[src/rtl/fifo_pkg.sv]
// Shared constants and state encoding for the lane FIFO controller and the
// lane flow-control logic that reuses the same pause/continue thresholds.
package fifo_pkg;

    localparam int DEF_DATA_SIZE = 8;
    localparam int DEF_MAIN_SIZE = 6;
    localparam int DEF_DEPTH     = 2 ** DEF_MAIN_SIZE;
    localparam int DEF_AF_THRESH = 60;
    localparam int DEF_AE_THRESH = 4;

    typedef enum logic [1:0] {
        ST_EMPTY  = 2'd0,
        ST_ACTIVE = 2'd1,
        ST_FULL   = 2'd2,
        ST_ERROR  = 2'd3
    } fifo_state_t;

endpackage

[src/rtl/fifo_ptr.sv]
// Wrapping memory address register: advances by one on each enabled edge,
// rolling over from 2**WIDTH-1 to 0 with no special handling.
module fifo_ptr
    import fifo_pkg::*;
#(
    parameter int WIDTH = DEF_MAIN_SIZE
) (
    input  logic             clk,
    input  logic             reset,
    input  logic             i_en,
    output logic [WIDTH-1:0] o_ptr
);

    logic [WIDTH-1:0] r_ptr;

    always_ff @(posedge clk or posedge reset) begin
        if (reset) begin
            r_ptr <= '0;
        end else if (i_en) begin
            r_ptr <= r_ptr + WIDTH'(1);
        end
    end

    assign o_ptr = r_ptr;

endmodule

[src/rtl/fifo_ctrl_6x8.sv]
// Pointer/flag controller for a first-word fall-through lane FIFO. Data lives
// in the external memory; this block only decides which requests are accepted.
module fifo_ctrl_6x8
    import fifo_pkg::*;
#(
    parameter int MAIN_SIZE = DEF_MAIN_SIZE,
    parameter int AF_THRESH = DEF_AF_THRESH,
    parameter int AE_THRESH = DEF_AE_THRESH
) (
    input  logic                 clk,
    input  logic                 reset,
    input  logic                 push,
    input  logic                 pop,
    output logic                 write,
    output logic                 read,
    output logic [MAIN_SIZE-1:0] wr_ptr,
    output logic [MAIN_SIZE-1:0] rd_ptr,
    output logic [MAIN_SIZE:0]   count,
    output logic                 full,
    output logic                 empty,
    output logic                 almost_full,
    output logic                 almost_empty,
    output logic                 error,
    output logic [1:0]           dbg_state
);

    localparam int                 DEPTH    = 2 ** MAIN_SIZE;
    localparam logic [MAIN_SIZE:0] CNT_FULL = (MAIN_SIZE + 1)'(DEPTH);
    localparam logic [MAIN_SIZE:0] CNT_AF   = (MAIN_SIZE + 1)'(AF_THRESH);
    localparam logic [MAIN_SIZE:0] CNT_AE   = (MAIN_SIZE + 1)'(AE_THRESH);

    fifo_state_t        r_state;
    fifo_state_t        w_state_next;
    logic [MAIN_SIZE:0] r_count;
    logic [MAIN_SIZE:0] w_count_next;
    logic               w_write;
    logic               w_read;
    logic               w_overflow;
    logic               w_underflow;

    // A pop in FULL frees the slot the simultaneous push lands in, so the
    // push is still accepted; ERROR blocks everything until reset.
    always_comb begin
        w_write     = push && (r_state != ST_FULL || pop) && (r_state != ST_ERROR);
        w_read      = pop && (r_state != ST_EMPTY) && (r_state != ST_ERROR);
        w_overflow  = (r_state == ST_FULL) && push && !pop;
        w_underflow = (r_state == ST_EMPTY) && pop && !push;
    end

    always_comb begin
        w_count_next = r_count;
        case ({w_write, w_read})
            2'b10:   w_count_next = r_count + (MAIN_SIZE + 1)'(1);
            2'b01:   w_count_next = r_count - (MAIN_SIZE + 1)'(1);
            default: w_count_next = r_count;
        endcase
    end

    always_comb begin
        w_state_next = r_state;
        case (r_state)
            ST_EMPTY: begin
                if (w_underflow) begin
                    w_state_next = ST_ERROR;
                end else if (w_write) begin
                    w_state_next = ST_ACTIVE;
                end
            end
            ST_ACTIVE: begin
                if (w_count_next == '0) begin
                    w_state_next = ST_EMPTY;
                end else if (w_count_next == CNT_FULL) begin
                    w_state_next = ST_FULL;
                end
            end
            ST_FULL: begin
                if (w_overflow) begin
                    w_state_next = ST_ERROR;
                end else if (w_count_next != CNT_FULL) begin
                    w_state_next = ST_ACTIVE;
                end
            end
            ST_ERROR: w_state_next = ST_ERROR;
            default:  w_state_next = ST_ERROR;
        endcase
    end

    always_ff @(posedge clk or posedge reset) begin
        if (reset) begin
            r_state <= ST_EMPTY;
            r_count <= '0;
        end else begin
            r_state <= w_state_next;
            r_count <= w_count_next;
        end
    end

    fifo_ptr #(.WIDTH(MAIN_SIZE)) u_wr_ptr (
        .clk   (clk),
        .reset (reset),
        .i_en  (w_write),
        .o_ptr (wr_ptr)
    );

    fifo_ptr #(.WIDTH(MAIN_SIZE)) u_rd_ptr (
        .clk   (clk),
        .reset (reset),
        .i_en  (w_read),
        .o_ptr (rd_ptr)
    );

    // Flags come straight off the registered count so they move with it.
    assign write        = w_write;
    assign read         = w_read;
    assign count        = r_count;
    assign full         = (r_count == CNT_FULL);
    assign empty        = (r_count == '0);
    assign almost_full  = (r_count >= CNT_AF);
    assign almost_empty = (r_count <= CNT_AE);
    assign error        = (r_state == ST_ERROR);
    assign dbg_state    = r_state;

    a_full_empty_excl : assert property (@(posedge clk) disable iff (reset) !(full && empty));
    a_count_range     : assert property (@(posedge clk) disable iff (reset) count <= CNT_FULL);
    a_ptr_distance    : assert property (@(posedge clk) disable iff (reset)
                                         (wr_ptr - rd_ptr) == count[MAIN_SIZE-1:0]);
    a_error_sticky    : assert property (@(posedge clk) disable iff (reset) error |=> error);

endmodule

[config.mk]
export PLATFORM = sky130hd
export DESIGN_NAME = fifo_ctrl_6x8
export DESIGN_NICKNAME = d
export VERILOG_FILES = /design/src/rtl/fifo_pkg.sv /design/src/rtl/fifo_ptr.sv /design/src/rtl/fifo_ctrl_6x8.sv
export SDC_FILE = /design/constraint.sdc
export NUM_CORES = 1
export LEC_CHECK = 0
export CORE_MARGIN = 10
export CORE_UTILIZATION = 44
export DETAILED_ROUTE_END_ITERATION = 10
export PLACE_DENSITY = 0.79
export RECOVER_POWER = 25
export SETUP_SLACK_MARGIN = 0.2
export SYNTH_ARGS = -nofsm -noshare
export SYNTH_HDL_FRONTEND = slang
export SYNTH_SLANG_ARGS = --single-unit
[constraint.sdc]
create_clock -name clk -period 2.6 [get_ports clk]
set_input_delay 0.52 -clock clk [delete_from_list [all_inputs] [get_ports clk]]
set_output_delay 0.52 -clock clk [all_outputs]
set_load 0.05 [all_outputs]
# ---- Word level (Yosys, flattened, before mapping)
# Cells that the tools add are included.
dict set report totals {
  word_cells 47
  in_bits 4
  latchBits 0
  reg_bits 21
  mem_bits_ro 0
  memories 0
  mem_bits_rw 0
  out_inout_bits 28
}
dict set report op_classes {
  eq_ne 13
  add_sub_neg 4
  reduce_logical 16
  n_bitwise 0
  div_mod_pow 0
  shifts 0
  order_cmp 2
  n_mul 0
  n_mux 8
}
# cell count
set op_table {}
lappend op_table {{$eq A7 B7 Y1 const B} 2}
lappend op_table {{$logic_not A7 Y1} 2}
lappend op_table {{$pmux W7 S2} 1}
lappend op_table {{$add A6 B1 Y6 const B} 2}
lappend op_table {{$mux W2} 6}
lappend op_table {{$logic_and A1 B1 Y1} 8}
lappend op_table {{$pmux W2 S4} 1}
lappend op_table {{$add A7 B1 Y7 const B} 1}
lappend op_table {{$ge A7 B6 Y1 const B} 1}
lappend op_table {{$le A7 B3 Y1 const B} 1}
lappend op_table {{$ne A7 B7 Y1 const B} 1}
lappend op_table {{$sub A7 B1 Y7 const B} 1}
lappend op_table {{$eq A2 B2 Y1 const B} 3}
lappend op_table {{$ne A3 B3 Y1 const B} 2}
lappend op_table {{$eq A2 B1 Y1 const B} 2}
lappend op_table {{$ne A2 B2 Y1 const B} 2}
lappend op_table {{$ne A3 B2 Y1 const B} 1}
lappend op_table {{$reduce_and A3 Y1} 1}
lappend op_table {{$logic_not A1 Y1} 2}
lappend op_table {{$logic_not A2 Y1} 1}
lappend op_table {{$reduce_bool A2 Y1} 1}
lappend op_table {{$logic_or A1 B1 Y1} 1}

# ---- Depth between registers and ports, before layout
# Gate-level depths: netlist (run 1).
dict set report depth {
  ltp_word 10
  ltp_mapped 13
  mapped_depth_nobuf 11
}

# ---- Cells and area by module
# A second synthesis (run 1) with hierarchy kept.
dict set report unflattened {
  hier_cells 139
  hier_area_um2 1400.1
}
# mod cells_each instances area_per_inst_um2 seq_area_each_um2
set modules_own_cells {}
lappend modules_own_cells {fifo_ctrl_6x8 101 1 892.1 225.2}
lappend modules_own_cells {fifo_ptr 19 2 254.0 150.1}

# ---- Worst setup path after synthesis (run 1)
# OpenSTA, ideal clock, no wires.
dict set report synth_path {
  kind {register to register}
  start {register r_state[0] (netlist: dbg_state[0])}
  end {register r_state[0] (netlist: dbg_state[0])}
  synth_period_minus_slack_ns 3.813
  setup_ns 0.122
  path_buffers 2
  setup_slack_ns -1.213
  arrival_ns 3.691
  required_time_ns 2.478
  path_stages_with_launch 13
  path_cell_list {dfrtp_1 buf_4 nand2b_1 a21boi_1 inv_1 ha_1 clkbuf_1 a21oi_1 xnor3_1 o41ai_2 and4_1 a41oi_1 a2bb2oi_1}
}
dict set report synth_via {
  elab_chain_cells 9
  word_cells_on_any_way 30
  cone_classes {12 x eq/ne; 5 x mux; 13 x reduce/logical}
}
# item line_no
set synth_lines {}
lappend synth_lines {{from (decl)} fifo_ctrl_6x8.sv:32} ;# fifo_state_t r_state;
lappend synth_lines {{from (signal assigned)} fifo_ctrl_6x8.sv:93} ;# r_state <= w_state_next;
lappend synth_lines {{$ne A2 B2 Y1} fifo_ctrl_6x8.sv:44} ;# w_write = push && (r_state != ST_FULL || pop) && (r_state != ST_ERROR);
lappend synth_lines {{$logic_or A1 B1 Y1} fifo_ctrl_6x8.sv:44}
lappend synth_lines {{$logic_and A1 B1 Y1} fifo_ctrl_6x8.sv:44}
lappend synth_lines {{$logic_and A1 B1 Y1 *} fifo_ctrl_6x8.sv:44}
lappend synth_lines {{net write} fifo_ctrl_6x8.sv:14} ;# output logic write,
lappend synth_lines {{$eq A2 B1 Y1 or $eq A2 B2 Y1 (tied branches)} fifo_ctrl_6x8.sv:52} ;# case ({w_write, w_read})
lappend synth_lines {{$pmux W7 S2} fifo_ctrl_6x8.sv:52}
lappend synth_lines {{$eq A7 B7 Y1 (tied with other cells)} fifo_ctrl_6x8.sv:72} ;# end else if (w_count_next == CNT_FULL) begin
lappend synth_lines {{$ne A3 B3 Y1 (no line) (tied with other cells)} --}
lappend synth_lines {{$reduce_and A3 Y1 (no line) or $pmux W2 S4 (tied branches)} --}
# The timed path passes the listed nets; every way through them passes the cells marked *.
# A chain may end at the register's enable or synchronous reset.

# ---- Worst setup path in the final report (run 1)
dict set report layout_path {
  start {register r_state[0] (netlist: dbg_state[0])}
  end {register r_state[0] (netlist: dbg_state[0])}
}
dict set report layout_via {
  elab_chain_cells 9
  word_cells_on_any_way 30
  cone_classes {12 x eq/ne; 5 x mux; 13 x reduce/logical}
}
# item line_no
set layout_lines {}
lappend layout_lines {{$ne A2 B2 Y1} fifo_ctrl_6x8.sv:44}
lappend layout_lines {{$logic_or A1 B1 Y1} fifo_ctrl_6x8.sv:44}
lappend layout_lines {{$logic_and A1 B1 Y1 (2 in a row)} fifo_ctrl_6x8.sv:44}
lappend layout_lines {{$eq A2 B1 Y1 or $eq A2 B2 Y1 (tied branches)} fifo_ctrl_6x8.sv:52}
lappend layout_lines {{$pmux W7 S2} fifo_ctrl_6x8.sv:52}
lappend layout_lines {{$eq A7 B7 Y1 (tied with other cells)} fifo_ctrl_6x8.sv:72}
lappend layout_lines {{$ne A3 B3 Y1 (no line) (tied with other cells)} --}
lappend layout_lines {{$reduce_and A3 Y1 (no line) or $pmux W2 S4 (tied branches)} --}
# Parallel ways exist; a longest one is shown, timed or not.

==> results of run 1 <==
==> layout make-up <==
type	instances	area [sq um]	area share
multi-input combinational	95	855	0.424
sequential	21	528	0.262
timing repair buffer	58	524	0.260
tap	31	38.8	0.0193
inverter	10	37.5	0.0186
clock buffer	3	22.5	0.0112
clock inverter	1	7.51	0.00373
==> Yosys cell counts, drive strengths merged (4+ instances only) <==
master   n
inv     10
xnor2   10
nor2    10
nor3     6
a21oi    4
ha       4
xor2    10
dfrtp   21
nand4    6
buf      4
nand2    8
==> stage by stage <==
stage | worst slack [ns] | instance area (sq um) | setup TNS [ns] | total power [uW] | std cells
floorplan | -0.243 | 1430 | -0.365 | 1390 | 133
global placement | -0.387 | 1900 | -0.926 | 1820 | 211
detailed placement | -0.495 | 1900 | -1.38 | 1850 | 211
CTS | 0.0123 | 1970 | 0 | 2060 | 218
global route | -0.0935 | 2010 | -0.176 | 2190 | 219
finish | 0.0298 | 2010 | 0 | 2070 | 219
==> state kept, by name (all words and copies together) (netlist names) <==
register / flops
count: 7
u_rd_ptr.o_ptr: 6
u_wr_ptr.o_ptr: 6
dbg_state: 2
==> what timing repair did <==
item                       4_1_cts  5_1_grt
gates resized for setup         10        9
pin swaps                        6        6
setup buffers                    3        1
hold endpoints to repair         0        0
hold buffers                     0        0
setup endpoints to repair        5        6
==> power by group through the flow <==
stage | logic (uW) | clock network, uW | registers (uW)
2_1_floorplan | 435 | 0 | 959
3_3_place_gp | 1200 | 0 | 623
3_5_place_dp | 1220 | 0 | 632
4_1_cts | 1250 | 179 | 627
5_1_grt | 1350 | 185 | 656
6_report | 1270 | 168 | 633
==> per-layer routing <==
metal	up-vias	wire length, um	GRT usage
met5	-	0	0
met4	0	71	0.0462
met3	9	350	0.0618
met2	37	1710	0.220
met1	585	1470	0.150
li1	577	-	-
==> cells by family (layout without fill, tap and decap cells) <==
logic type,after synthesis,count (layout),synth area share
multiplexers,4,4,0.0328
buffers and inverters,17,72,0.0581
AO/OA/AOI/OAI,23,23,0.132
XOR/XNOR,21,21,0.168
AND/OR/NAND/NOR,43,43,0.178
flip-flops,21,21,0.394
adder cells (fa/ha/maj),4,4,0.0375
==> how the worst max path moves through the flow <==
stage	from	end	slack, ns	cells past startpoint
final	dbg_state[0]	dbg_state[0]	0.03	11
after detailed placement	push	dbg_state[0]	-0.50	12
after global placement	push	dbg_state[0]	-0.39	12
after global routing	dbg_state[1]	dbg_state[0]	-0.09	11
after CTS	dbg_state[0]	dbg_state[0]	0.01	11
after floorplan	dbg_state[0]	dbg_state[0]	-0.24	13
==> cell usage in the layout (no fill, tap or decap), drive strengths merged, types with 2 or more instances in the layout <==
master	n
ha	4
dlygate4sd2	3
nand4	6
a41oi	2
nor2b	3
a31oi	2
buf	32
nor2	10
o211ai	3
clkdlybuf4s50	21
nand2b	3
dfrtp	21
nor3	6
inv	10
nand2	8
xor2	10
a21oi	4
mux2	3
clkbuf	4
xnor2	10
==> impl_metrics.prom, run 1 <==
# TYPE chip_impl_metric gauge
chip_impl_info{name="status",value="complete, no violations"} 1
chip_impl_metric{name="viasPerCell",unit=""} 5.52
chip_impl_metric{name="pwr-share-clk",unit=""} 0.081
chip_impl_info{name="rsz0062_at_grt",value="true"} 1
chip_impl_metric{name="dieArea",unit="sq um"} 5640
chip_impl_metric{name="initial_utilization",unit=""} 0.472
chip_impl_metric{name="worstPathMaxFanout",unit=""} 7
chip_impl_metric{name="wl_per_cell",unit="um"} 16.4
chip_impl_metric{name="vias",unit=""} 1208
chip_impl_metric{name="post_synth.cell_area_avg",unit="sq um"} 10.0
chip_impl_metric{name="synth-seq-area-share",unit=""} 0.394
chip_impl_info{name="cp-end-kind",value="flop"} 1
chip_impl_metric{name="die-height",unit="um"} 75.1
chip_impl_metric{name="post_synth_instance_area",unit="sq um"} 1340
chip_impl_metric{name="io_pins",unit=""} 32
chip_impl_info{name="crit_slowest_cell",value="sky130_fd_sc_hd__dfrtp_2"} 1
chip_impl_metric{name="synth.lib_cells_used.distinct",unit=""} 44
chip_impl_info{name="critical_path_class",value="reg -> reg"} 1
chip_impl_metric{name="max-clock-path-buffers",unit=""} 2
chip_impl_metric{name="detail_route.drc_violations",unit=""} 0
chip_impl_info{name="end_point_of_the_worst_hold_path",value="u_wr_ptr.o_ptr[5]"} 1
chip_impl_metric{name="layout.nets",unit=""} 197
chip_impl_metric{name="synthesis.instances",unit=""} 133
chip_impl_metric{name="cellPowerDensity",unit="nW/um^2"} 1030
chip_impl_metric{name="share_of_final_layout_standard_cells_stronger_than_drive_strength_1",unit=""} 0.351
chip_impl_metric{name="maxClockFrequency",unit="MHz"} 389
chip_impl_metric{name="grt.total_usage",unit=""} 0.134
chip_impl_info{name="clk_tree_root_cell",value="sky130_fd_sc_hd__clkbuf_4"} 1
chip_impl_metric{name="timing.slew.headroom",unit=""} 0.473
chip_impl_metric{name="tightest_slew",unit="ns"} 0.790
chip_impl_metric{name="worst_skew_pair.late_latency",unit="ns"} 0.32
chip_impl_info{name="min-delay-path-class",value="reg -> reg"} 1
chip_impl_metric{name="ant_nets",unit=""} 0
chip_impl_metric{name="min_clock_period_post_route",unit="ns"} 2.57
chip_impl_metric{name="global_route.overflow_total",unit=""} 0
chip_impl_metric{name="routed_wl",unit="um"} 3600
chip_impl_info{name="synthFlopType",value="sky130_fd_sc_hd__dfrtp_1"} 1
chip_impl_metric{name="detail_route.first_pass.iterations",unit=""} 4
chip_impl_metric{name="rows",unit=""} 19
chip_impl_metric{name="crit_path_max_incr_delay",unit="ns"} 0.47
chip_impl_metric{name="combinationalPowerShare",unit=""} 0.613
chip_impl_metric{name="grt_antenna_before_repair",unit=""} 0
chip_impl_info{name="critical-path-top-delay-family",value="compound AO/OA/AOI/OAI gates"} 1
chip_impl_metric{name="arrival",unit="ns"} 2.79
chip_impl_metric{name="setup_viol_count_final",unit=""} 0
chip_impl_metric{name="final_core_utilization",unit=""} 0.712
chip_impl_metric{name="cts.sinks",unit=""} 21
chip_impl_metric{name="antenna_cells_inserted",unit=""} 0
chip_impl_metric{name="post-route-period-util",unit=""} 0.989
chip_impl_metric{name="vdd_ir_drop_max",unit="mV"} 0.851
chip_impl_metric{name="maxCapViolations",unit=""} 0
chip_impl_info{name="worst_hold_startpoint",value="u_wr_ptr.o_ptr[5]"} 1
chip_impl_metric{name="yosys_warnings",unit=""} 0
chip_impl_metric{name="ctsHtreeMaxLevel",unit=""} 1
chip_impl_metric{name="hpwl",unit="um"} 2760
chip_impl_metric{name="finalHoldViolations",unit=""} 0
chip_impl_metric{name="grt_pass1_vias",unit=""} 1254
chip_impl_metric{name="final.fill_count",unit=""} 214
chip_impl_metric{name="io_buffer_count",unit=""} 31
chip_impl_metric{name="netlist.area_leader.share",unit=""} 0.394
chip_impl_metric{name="timing.critical_path.required",unit="ns"} 2.82
chip_impl_metric{name="first_pass_grt_wire_length",unit="um"} 5900
chip_impl_metric{name="core-area",unit="sq um"} 2830
chip_impl_metric{name="drt-initial-drc-count",unit=""} 88
chip_impl_metric{name="clock_skew_after_layout",unit="ns"} 0.00916
chip_impl_metric{name="holdPathStages",unit=""} 1
chip_impl_metric{name="maximum_number_of_pins_on_one_net_before_global_route_repair",unit=""} 22
chip_impl_metric{name="maxSlewViolCount",unit=""} 0
chip_impl_metric{name="setup.reg_to_reg.worst_slack",unit="ns"} 0.03
chip_impl_metric{name="p_leak",unit="uW"} 0.000861
chip_impl_metric{name="synth_edf_count",unit=""} 0
chip_impl_info{name="worst_r2r_startpoint",value="dbg_state[0]"} 1
chip_impl_metric{name="sequentialPowerShare",unit=""} 0.306
chip_impl_info{name="crit_path_start_kind",value="flop"} 1
chip_impl_metric{name="crit_buf_inv",unit=""} 2
chip_impl_metric{name="clk_transition_reported_paths",unit="ns"} 0.13
chip_impl_metric{name="yosys_register_bits",unit=""} 21
chip_impl_metric{name="synthesis.nets",unit=""} 141
chip_impl_info{name="tritoncts",value="built"} 1
chip_impl_metric{name="area_growth",unit="%"} 50.8
chip_impl_metric{name="tritoncts.num_buffers",unit=""} 3
chip_impl_metric{name="gp_congestion",unit=""} 0.909
chip_impl_metric{name="hold_slack",unit="ns"} 0.487
chip_impl_info{name="synth_area_leader_cell",value="sky130_fd_sc_hd__dfrtp_1"} 1
chip_impl_info{name="reg2reg_to",value="dbg_state[0]"} 1
chip_impl_metric{name="postSynth.asyncResetShare",unit=""} 1.00
chip_impl_info{name="synth_area_leaders",value="sky130_fd_sc_hd__dfrtp_1 (39%), sky130_fd_sc_hd__xnor2_1 (5.9%), sky130_fd_sc_hd__xor2_1 (5.9%)"} 1
chip_impl_metric{name="die_w",unit="um"} 75.1
chip_impl_metric{name="p_int",unit="uW"} 997
chip_impl_metric{name="power.switching",unit="uW"} 1070
chip_impl_info{name="crit_path_cell_trace",value="buf_4, nand2b_4, a21boi_4, inv_2, ha_4, nand2b_1, o32a_1, xnor2_2, and4_1, a41oi_2, a2bb2oi_1"} 1
chip_impl_metric{name="switching_share",unit=""} 0.518
chip_impl_metric{name="depth_of_the_worst_register_to_register_path",unit=""} 11
No activity file was read; power rests on OpenSTA's default activity.
==> run 2: changes to the inputs <==
CORE_UTILIZATION = 46   (was 44)
clock period = 2.93 ns   (was 2.6 ns; I/O delays follow)
==> run 2 against run 1 <==
Net effect:
- total power fell by 10%
- global-route usage grew 0.33 points
- clock power down 15%
- worst setup slack better by 0.27 ns
- critical endpoint unchanged
- worst hold slack got worse by 0.0032 ns
- critical path type unchanged
- cell count grew 1.4%
- maximum frequency is 2.2% lower
- first-iteration DRC count grew 120%
==> impl_metrics.prom, run 2 (synthesized netlist as in run 1, its figures left out) <==
# TYPE chip_impl_metric gauge
chip_impl_info{name="status",value="complete, no violations"} 1
chip_impl_metric{name="rows",unit=""} 19
chip_impl_metric{name="worst_skew_pair.late_latency",unit="ns"} 0.31
chip_impl_metric{name="p_leak",unit="uW"} 0.000909
chip_impl_metric{name="largest_reg_flops",unit=""} 7
chip_impl_metric{name="final.setup.tns",unit="ns"} 0
chip_impl_metric{name="timing.critical_path.required",unit="ns"} 3.14
chip_impl_metric{name="maxCapViolations",unit=""} 0
chip_impl_metric{name="place_inst",unit=""} 210
chip_impl_metric{name="arrival",unit="ns"} 2.84
chip_impl_info{name="min-delay-path-class",value="reg -> reg"} 1
chip_impl_metric{name="hpwl",unit="um"} 2760
chip_impl_metric{name="grt_antenna_before_repair",unit=""} 0
chip_impl_metric{name="clock_skew_after_layout",unit="ns"} 0.00708
chip_impl_metric{name="vias",unit=""} 1233
chip_impl_metric{name="min_clock_period_post_route",unit="ns"} 2.63
chip_impl_metric{name="grt.total_usage",unit=""} 0.137
chip_impl_metric{name="finalHoldViolations",unit=""} 0
chip_impl_metric{name="detail_route.drc_violations",unit=""} 0
chip_impl_metric{name="first_pass_grt_wire_length",unit="um"} 5970
chip_impl_metric{name="post-route-period-util",unit=""} 0.897
chip_impl_info{name="critical_path_class",value="reg -> reg"} 1
chip_impl_metric{name="vdd_ir_drop_max",unit="mV"} 0.977
chip_impl_info{name="largest-register",value="count"} 1
chip_impl_metric{name="global_route.overflow_total",unit=""} 0
chip_impl_metric{name="post_route_non_filler_standard_cell_count",unit=""} 222
chip_impl_metric{name="viasPerCell",unit=""} 5.55
chip_impl_info{name="clk_tree_root_cell",value="sky130_fd_sc_hd__clkbuf_4"} 1
chip_impl_info{name="rsz0062_at_grt",value="false"} 1
chip_impl_metric{name="io_pins",unit=""} 32
chip_impl_metric{name="final.fill_count",unit=""} 204
chip_impl_metric{name="pre_cts_ws",unit="ns"} -0.214
chip_impl_metric{name="tritoncts.num_buffers",unit=""} 3
chip_impl_metric{name="routed_wl",unit="um"} 3770
chip_impl_metric{name="ant_nets",unit=""} 0
chip_impl_metric{name="area_growth",unit="%"} 53.5
chip_impl_metric{name="cellPowerDensity",unit="nW/um^2"} 904
chip_impl_info{name="crit_path_start_kind",value="flop"} 1
chip_impl_metric{name="area_used_by_multi_input_combinational_logic",unit="sq um"} 855
chip_impl_metric{name="stdcell_area",unit="sq um"} 2050
chip_impl_metric{name="antenna_cells_inserted",unit=""} 0
chip_impl_metric{name="maxSlewViolCount",unit=""} 0
chip_impl_metric{name="dpl-instance-area",unit="sq um"} 1900
chip_impl_metric{name="layout.nets",unit=""} 200
chip_impl_metric{name="detail_route.first_pass.iterations",unit=""} 4
chip_impl_metric{name="ctsHtreeMaxLevel",unit=""} 1
chip_impl_metric{name="tightest_slew",unit="ns"} 0.807
chip_impl_metric{name="core-area",unit="sq um"} 2760
chip_impl_info{name="cp-end-kind",value="flop"} 1
chip_impl_metric{name="holdBufCountCts",unit=""} 0
chip_impl_metric{name="grt_pass1_vias",unit=""} 1257
chip_impl_metric{name="timing.slew.headroom",unit=""} 0.462
chip_impl_metric{name="setup_viol_count_final",unit=""} 0
chip_impl_metric{name="initial_utilization",unit=""} 0.484
chip_impl_info{name="tritoncts",value="built"} 1
chip_impl_metric{name="worstPathMaxFanout",unit=""} 6
chip_impl_metric{name="die_w",unit="um"} 73.9
chip_impl_metric{name="dieArea",unit="sq um"} 5460
chip_impl_metric{name="wl_per_cell",unit="um"} 17.0
chip_impl_info{name="final_common_cell",value="sky130_fd_sc_hd__buf_4"} 1
chip_impl_metric{name="clk_transition_reported_paths",unit="ns"} 0.12
chip_impl_metric{name="maxClockFrequency",unit="MHz"} 380
chip_impl_metric{name="final_core_utilization",unit=""} 0.743
chip_impl_metric{name="maximum_number_of_pins_on_one_net_before_global_route_repair",unit=""} 22
chip_impl_info{name="mostFrequentLayoutCells",value="sky130_fd_sc_hd__buf_4 (28), sky130_fd_sc_hd__clkdlybuf4s50_1 (23), sky130_fd_sc_hd__dfrtp_1 (19)"} 1
chip_impl_metric{name="gp_congestion",unit=""} 0.837
chip_impl_metric{name="drt-initial-drc-count",unit=""} 196
chip_impl_metric{name="final_critical_path_setup_slack",unit="ns"} 0.301
chip_impl_metric{name="seqCellArea",unit="sq um"} 528
chip_impl_metric{name="die-height",unit="um"} 73.9
chip_impl_metric{name="cts.sinks",unit=""} 21
chip_impl_metric{name="max-clock-path-buffers",unit=""} 2
chip_impl_metric{name="io_buffer_count",unit=""} 31
chip_impl_metric{name="share_of_final_layout_standard_cells_stronger_than_drive_strength_1",unit=""} 0.346
run 2: worst max-delay path: stages (launching register included):
cell and delay [ns]:
sky130_fd_sc_hd__dfrtp_2 0.48, sky130_fd_sc_hd__xnor2_4 0.29, sky130_fd_sc_hd__buf_4 0.19, sky130_fd_sc_hd__nor2_2 0.05
sky130_fd_sc_hd__ha_4 0.19, sky130_fd_sc_hd__buf_4 0.16, sky130_fd_sc_hd__nor2b_2 0.10, sky130_fd_sc_hd__o211ai_1 0.09
sky130_fd_sc_hd__o32a_1 0.21, sky130_fd_sc_hd__xnor2_2 0.20, sky130_fd_sc_hd__and4_4 0.26, sky130_fd_sc_hd__a41oi_2 0.12
sky130_fd_sc_hd__a2bb2oi_2 0.18
run 2: per-layer routing:
metal	track usage	share of wire	up-vias
li1	-	-	582
met2	0.231	0.49	44
met5	0	0	-
met1	0.152	0.40	598
met3	0.0498	0.095	9
met4	0.0559	0.020	0
run 2: through the flow:
stage                     total power (uW)  hold slack [ns]
after floorplan                       1240            0.562
after global placement                1640            0.458
after detailed placement              1670            0.457
after CTS                             1840            0.487
after global routing                  1970            0.498
final                                 1850            0.484
run 2: area by class of cell:
type / count / area share
Multi-Input combinational cell: 95 / 0.417
Inverter: 10 / 0.0183
Tap cell: 31 / 0.0189
Timing Repair Buffer: 61 / 0.275
Clock buffer: 4 / 0.0128
Sequential cell: 21 / 0.258
run 2: what timing repair did:
| item | CTS | global route |
|---|---|---|
| pin swaps | 2 | 14 |
| endpoints found under the setup margin | 4 | 3 |
| setup buffers | 2 | 6 |
| resized for setup | 8 | 14 |
run 2: where the power goes:
group / total [uW] / switching, uW / internal (uW) / leakage [uW]
sequential: 525 / 137 / 388 / 0.000254
combinational: 1190 / 728 / 459 / 0.000640
clock: 142 / 88.8 / 53.2 / 0.0000150
run 2: path summary, 6_finish.rpt:
path                       cells past startpoint         startpoint  slack [ns]                end
setup / recovery                              12       dbg_state[0]        0.30       dbg_state[0]
hold / removal                                 1  u_wr_ptr.o_ptr[5]        0.48  u_wr_ptr.o_ptr[5]
setup reg to reg                              12       dbg_state[0]        0.30       dbg_state[0]
hold reg to reg                                1  u_wr_ptr.o_ptr[5]        0.48  u_wr_ptr.o_ptr[5]
max in group asynchronous                      2              reset        1.53       dbg_state[1]
min in group asynchronous                      2              reset        0.85  u_rd_ptr.o_ptr[4]
==> run 3: changes to the inputs <==
SKIP_CTS_REPAIR_TIMING = 1   (was not set)
==> run 3 against run 2 <==
Net effect:
- cell area down 2.6%
- core utilization down 2.0 points
- total power down 1.7%
- wire length down 2.5%
- first-iteration DRC count down 26%
- clock skew up 0.0011 ns
- maximum frequency up 0.74%
- critical path depth down 1
- sequential share of layout area up 0.69 points
- critical path type unchanged
- critical endpoint unchanged
- highest routed layer unchanged
==> impl_metrics.prom, run 3 (synthesized netlist as in run 1, its figures left out) <==
# TYPE chip_impl_metric gauge
chip_impl_info{name="status",value="complete, no violations"} 1
chip_impl_info{name="crit_path_start_kind",value="flop"} 1
chip_impl_metric{name="detail_route.drc_violations",unit=""} 0
chip_impl_metric{name="largest_reg_flops",unit=""} 7
chip_impl_metric{name="post-route-period-util",unit=""} 0.891
chip_impl_metric{name="setup.reg_to_reg.worst_slack",unit="ns"} 0.32
chip_impl_metric{name="finalHoldViolations",unit=""} 0
chip_impl_metric{name="maxClockFrequency",unit="MHz"} 383
chip_impl_info{name="mostFrequentLayoutCells",value="sky130_fd_sc_hd__buf_4 (27), sky130_fd_sc_hd__clkdlybuf4s50_1 (23), sky130_fd_sc_hd__dfrtp_1 (19)"} 1
chip_impl_info{name="end_point_of_the_worst_hold_path",value="u_wr_ptr.o_ptr[5]"} 1
chip_impl_metric{name="dieArea",unit="sq um"} 5460
chip_impl_metric{name="share_of_final_layout_standard_cells_stronger_than_drive_strength_1",unit=""} 0.293
chip_impl_metric{name="viasPerCell",unit=""} 5.50
chip_impl_metric{name="drt-initial-drc-count",unit=""} 145
chip_impl_metric{name="tritoncts.num_buffers",unit=""} 3
chip_impl_metric{name="final.fill_count",unit=""} 220
chip_impl_info{name="reg2reg_to",value="dbg_state[0]"} 1
chip_impl_metric{name="holdPathStages",unit=""} 1
chip_impl_info{name="crit_slowest_cell",value="sky130_fd_sc_hd__dfrtp_2"} 1
chip_impl_info{name="rsz0062_at_grt",value="true"} 1
chip_impl_metric{name="ant_nets",unit=""} 0
chip_impl_info{name="clk_tree_root_cell",value="sky130_fd_sc_hd__clkbuf_4"} 1
chip_impl_metric{name="hold_slack",unit="ns"} 0.484
chip_impl_info{name="critical-path-top-delay-family",value="compound AO/OA/AOI/OAI gates"} 1
chip_impl_metric{name="clk_transition_reported_paths",unit="ns"} 0.12
chip_impl_metric{name="tightest_slew",unit="ns"} 0.810
chip_impl_metric{name="area_growth",unit="%"} 49.5
chip_impl_metric{name="maxSlewViolCount",unit=""} 0
chip_impl_info{name="timing.critical_path.mode_cell",value="sky130_fd_sc_hd__a41oi_2"} 1
chip_impl_metric{name="initial_utilization",unit=""} 0.484
chip_impl_metric{name="final_core_utilization",unit=""} 0.724
chip_impl_metric{name="crit_path_max_incr_delay",unit="ns"} 0.48
chip_impl_info{name="crit_path_cell_trace",value="xnor2_4, buf_4, nor2_1, ha_4, a41oi_2, a2111oi_2, a21oi_1, xor2_1, and4_4, a41oi_2, a2bb2oi_1"} 1
chip_impl_metric{name="grt_pass1_vias",unit=""} 1240
chip_impl_metric{name="setup_viol_count_final",unit=""} 0
chip_impl_metric{name="wl_per_cell",unit="um"} 16.8
chip_impl_info{name="critical_path_class",value="reg -> reg"} 1
chip_impl_metric{name="vdd_ir_drop_max",unit="mV"} 0.993
chip_impl_info{name="cp-end-kind",value="flop"} 1
chip_impl_metric{name="routed_wl",unit="um"} 3670
chip_impl_metric{name="power",unit="uW"} 1820
chip_impl_metric{name="cellPowerDensity",unit="nW/um^2"} 913
chip_impl_metric{name="p_leak",unit="uW"} 0.000911
chip_impl_metric{name="detail_route.first_pass.iterations",unit=""} 4
chip_impl_metric{name="depth_of_the_worst_register_to_register_path",unit=""} 11
chip_impl_metric{name="layout.nets",unit=""} 197
chip_impl_metric{name="cts.sinks",unit=""} 21
chip_impl_metric{name="crit_buf_inv",unit=""} 1
chip_impl_metric{name="worst_skew_pair.late_latency",unit="ns"} 0.30
chip_impl_metric{name="vias",unit=""} 1204
chip_impl_metric{name="dpl-instance-area",unit="sq um"} 1900
chip_impl_metric{name="gp_congestion",unit=""} 0.837
chip_impl_metric{name="io_pins",unit=""} 32
chip_impl_metric{name="ctsHtreeMaxLevel",unit=""} 1
chip_impl_info{name="largest-register",value="count"} 1
chip_impl_metric{name="antenna_cells_inserted",unit=""} 0
chip_impl_metric{name="die-height",unit="um"} 73.9
chip_impl_info{name="min-delay-path-class",value="reg -> reg"} 1
chip_impl_metric{name="max-clock-path-buffers",unit=""} 2
chip_impl_metric{name="grt_antenna_before_repair",unit=""} 0
chip_impl_metric{name="rows",unit=""} 19
chip_impl_metric{name="die_w",unit="um"} 73.9
chip_impl_metric{name="grt.total_usage",unit=""} 0.135
chip_impl_info{name="tritoncts",value="built"} 1
chip_impl_metric{name="final_critical_path_setup_slack",unit="ns"} 0.321
chip_impl_info{name="final_common_cell",value="sky130_fd_sc_hd__buf_4"} 1
chip_impl_metric{name="pre_cts_ws",unit="ns"} -0.214
chip_impl_metric{name="worstPathMaxFanout",unit=""} 9
chip_impl_metric{name="timing.critical_path.required",unit="ns"} 3.13
chip_impl_metric{name="maxCapViolations",unit=""} 0
chip_impl_info{name="cp-startpoint",value="dbg_state[0]"} 1
chip_impl_info{name="worst_hold_startpoint",value="u_wr_ptr.o_ptr[5]"} 1
chip_impl_metric{name="arrival",unit="ns"} 2.81
chip_impl_metric{name="first_pass_grt_wire_length",unit="um"} 5880
chip_impl_metric{name="stdcell_area",unit="sq um"} 2000
chip_impl_metric{name="maximum_number_of_pins_on_one_net_before_global_route_repair",unit=""} 22
chip_impl_metric{name="clock_skew_after_layout",unit="ns"} 0.00813
chip_impl_info{name="worst_r2r_startpoint",value="dbg_state[0]"} 1
chip_impl_metric{name="global_route.overflow_total",unit=""} 0
chip_impl_metric{name="timing.slew.headroom",unit=""} 0.460
chip_impl_metric{name="io_buffer_count",unit=""} 31
chip_impl_metric{name="min_clock_period_post_route",unit="ns"} 2.61
chip_impl_metric{name="core-area",unit="sq um"} 2760
chip_impl_metric{name="hpwl",unit="um"} 2760
## run 3: cell count changes in the layout (fill, tap and decap cells not counted), sizes merged
cell,change
buf,-3
dlymetal6s2s,+3
dlygate4sd2,-3
## run 3: per-stage QoR
step	setup TNS, ns	cells
after floorplan	0	133
after global placement	-0.140	210
after detailed placement	-0.342	210
after CTS	0	214
after global routing	0	219
final	0	219
## run 3: worst max-delay path by stage
stage / end / slack [ns] / cells past startpoint
3_3_place_gp: dbg_state[0] / -0.12 / 12
3_5_place_dp: dbg_state[0] / -0.21 / 12
5_1_grt: dbg_state[0] / 0.16 / 11
2_1_floorplan: dbg_state[0] / 0.09 / 13
6_report: dbg_state[0] / 0.32 / 11
4_1_cts: dbg_state[0] / 0.09 / 12
## run 3: power breakdown
part | switching [uW] | internal (uW)
Combinational | 720 | 442
Clock | 85.8 | 53.1
Sequential | 134 | 388
Total | 939 | 883
## run 3: area by class of cell
type                    count  area, sq um  area share
multi-input cells          95          820       0.411
well taps                  31         38.8      0.0194
clock buffers               4         26.3      0.0132
flip-flops and latches     21          528       0.265
inverters                  10         37.5      0.0188
repair buffers             58          546       0.273
## run 3: metal layers
layer  track usage  up-vias  share of wire
li1              -      576              -
met1         0.152      578           0.38
met2         0.223       44           0.50
met3        0.0498        6           0.10
met4        0.0580        0          0.014
met5             0        -              0
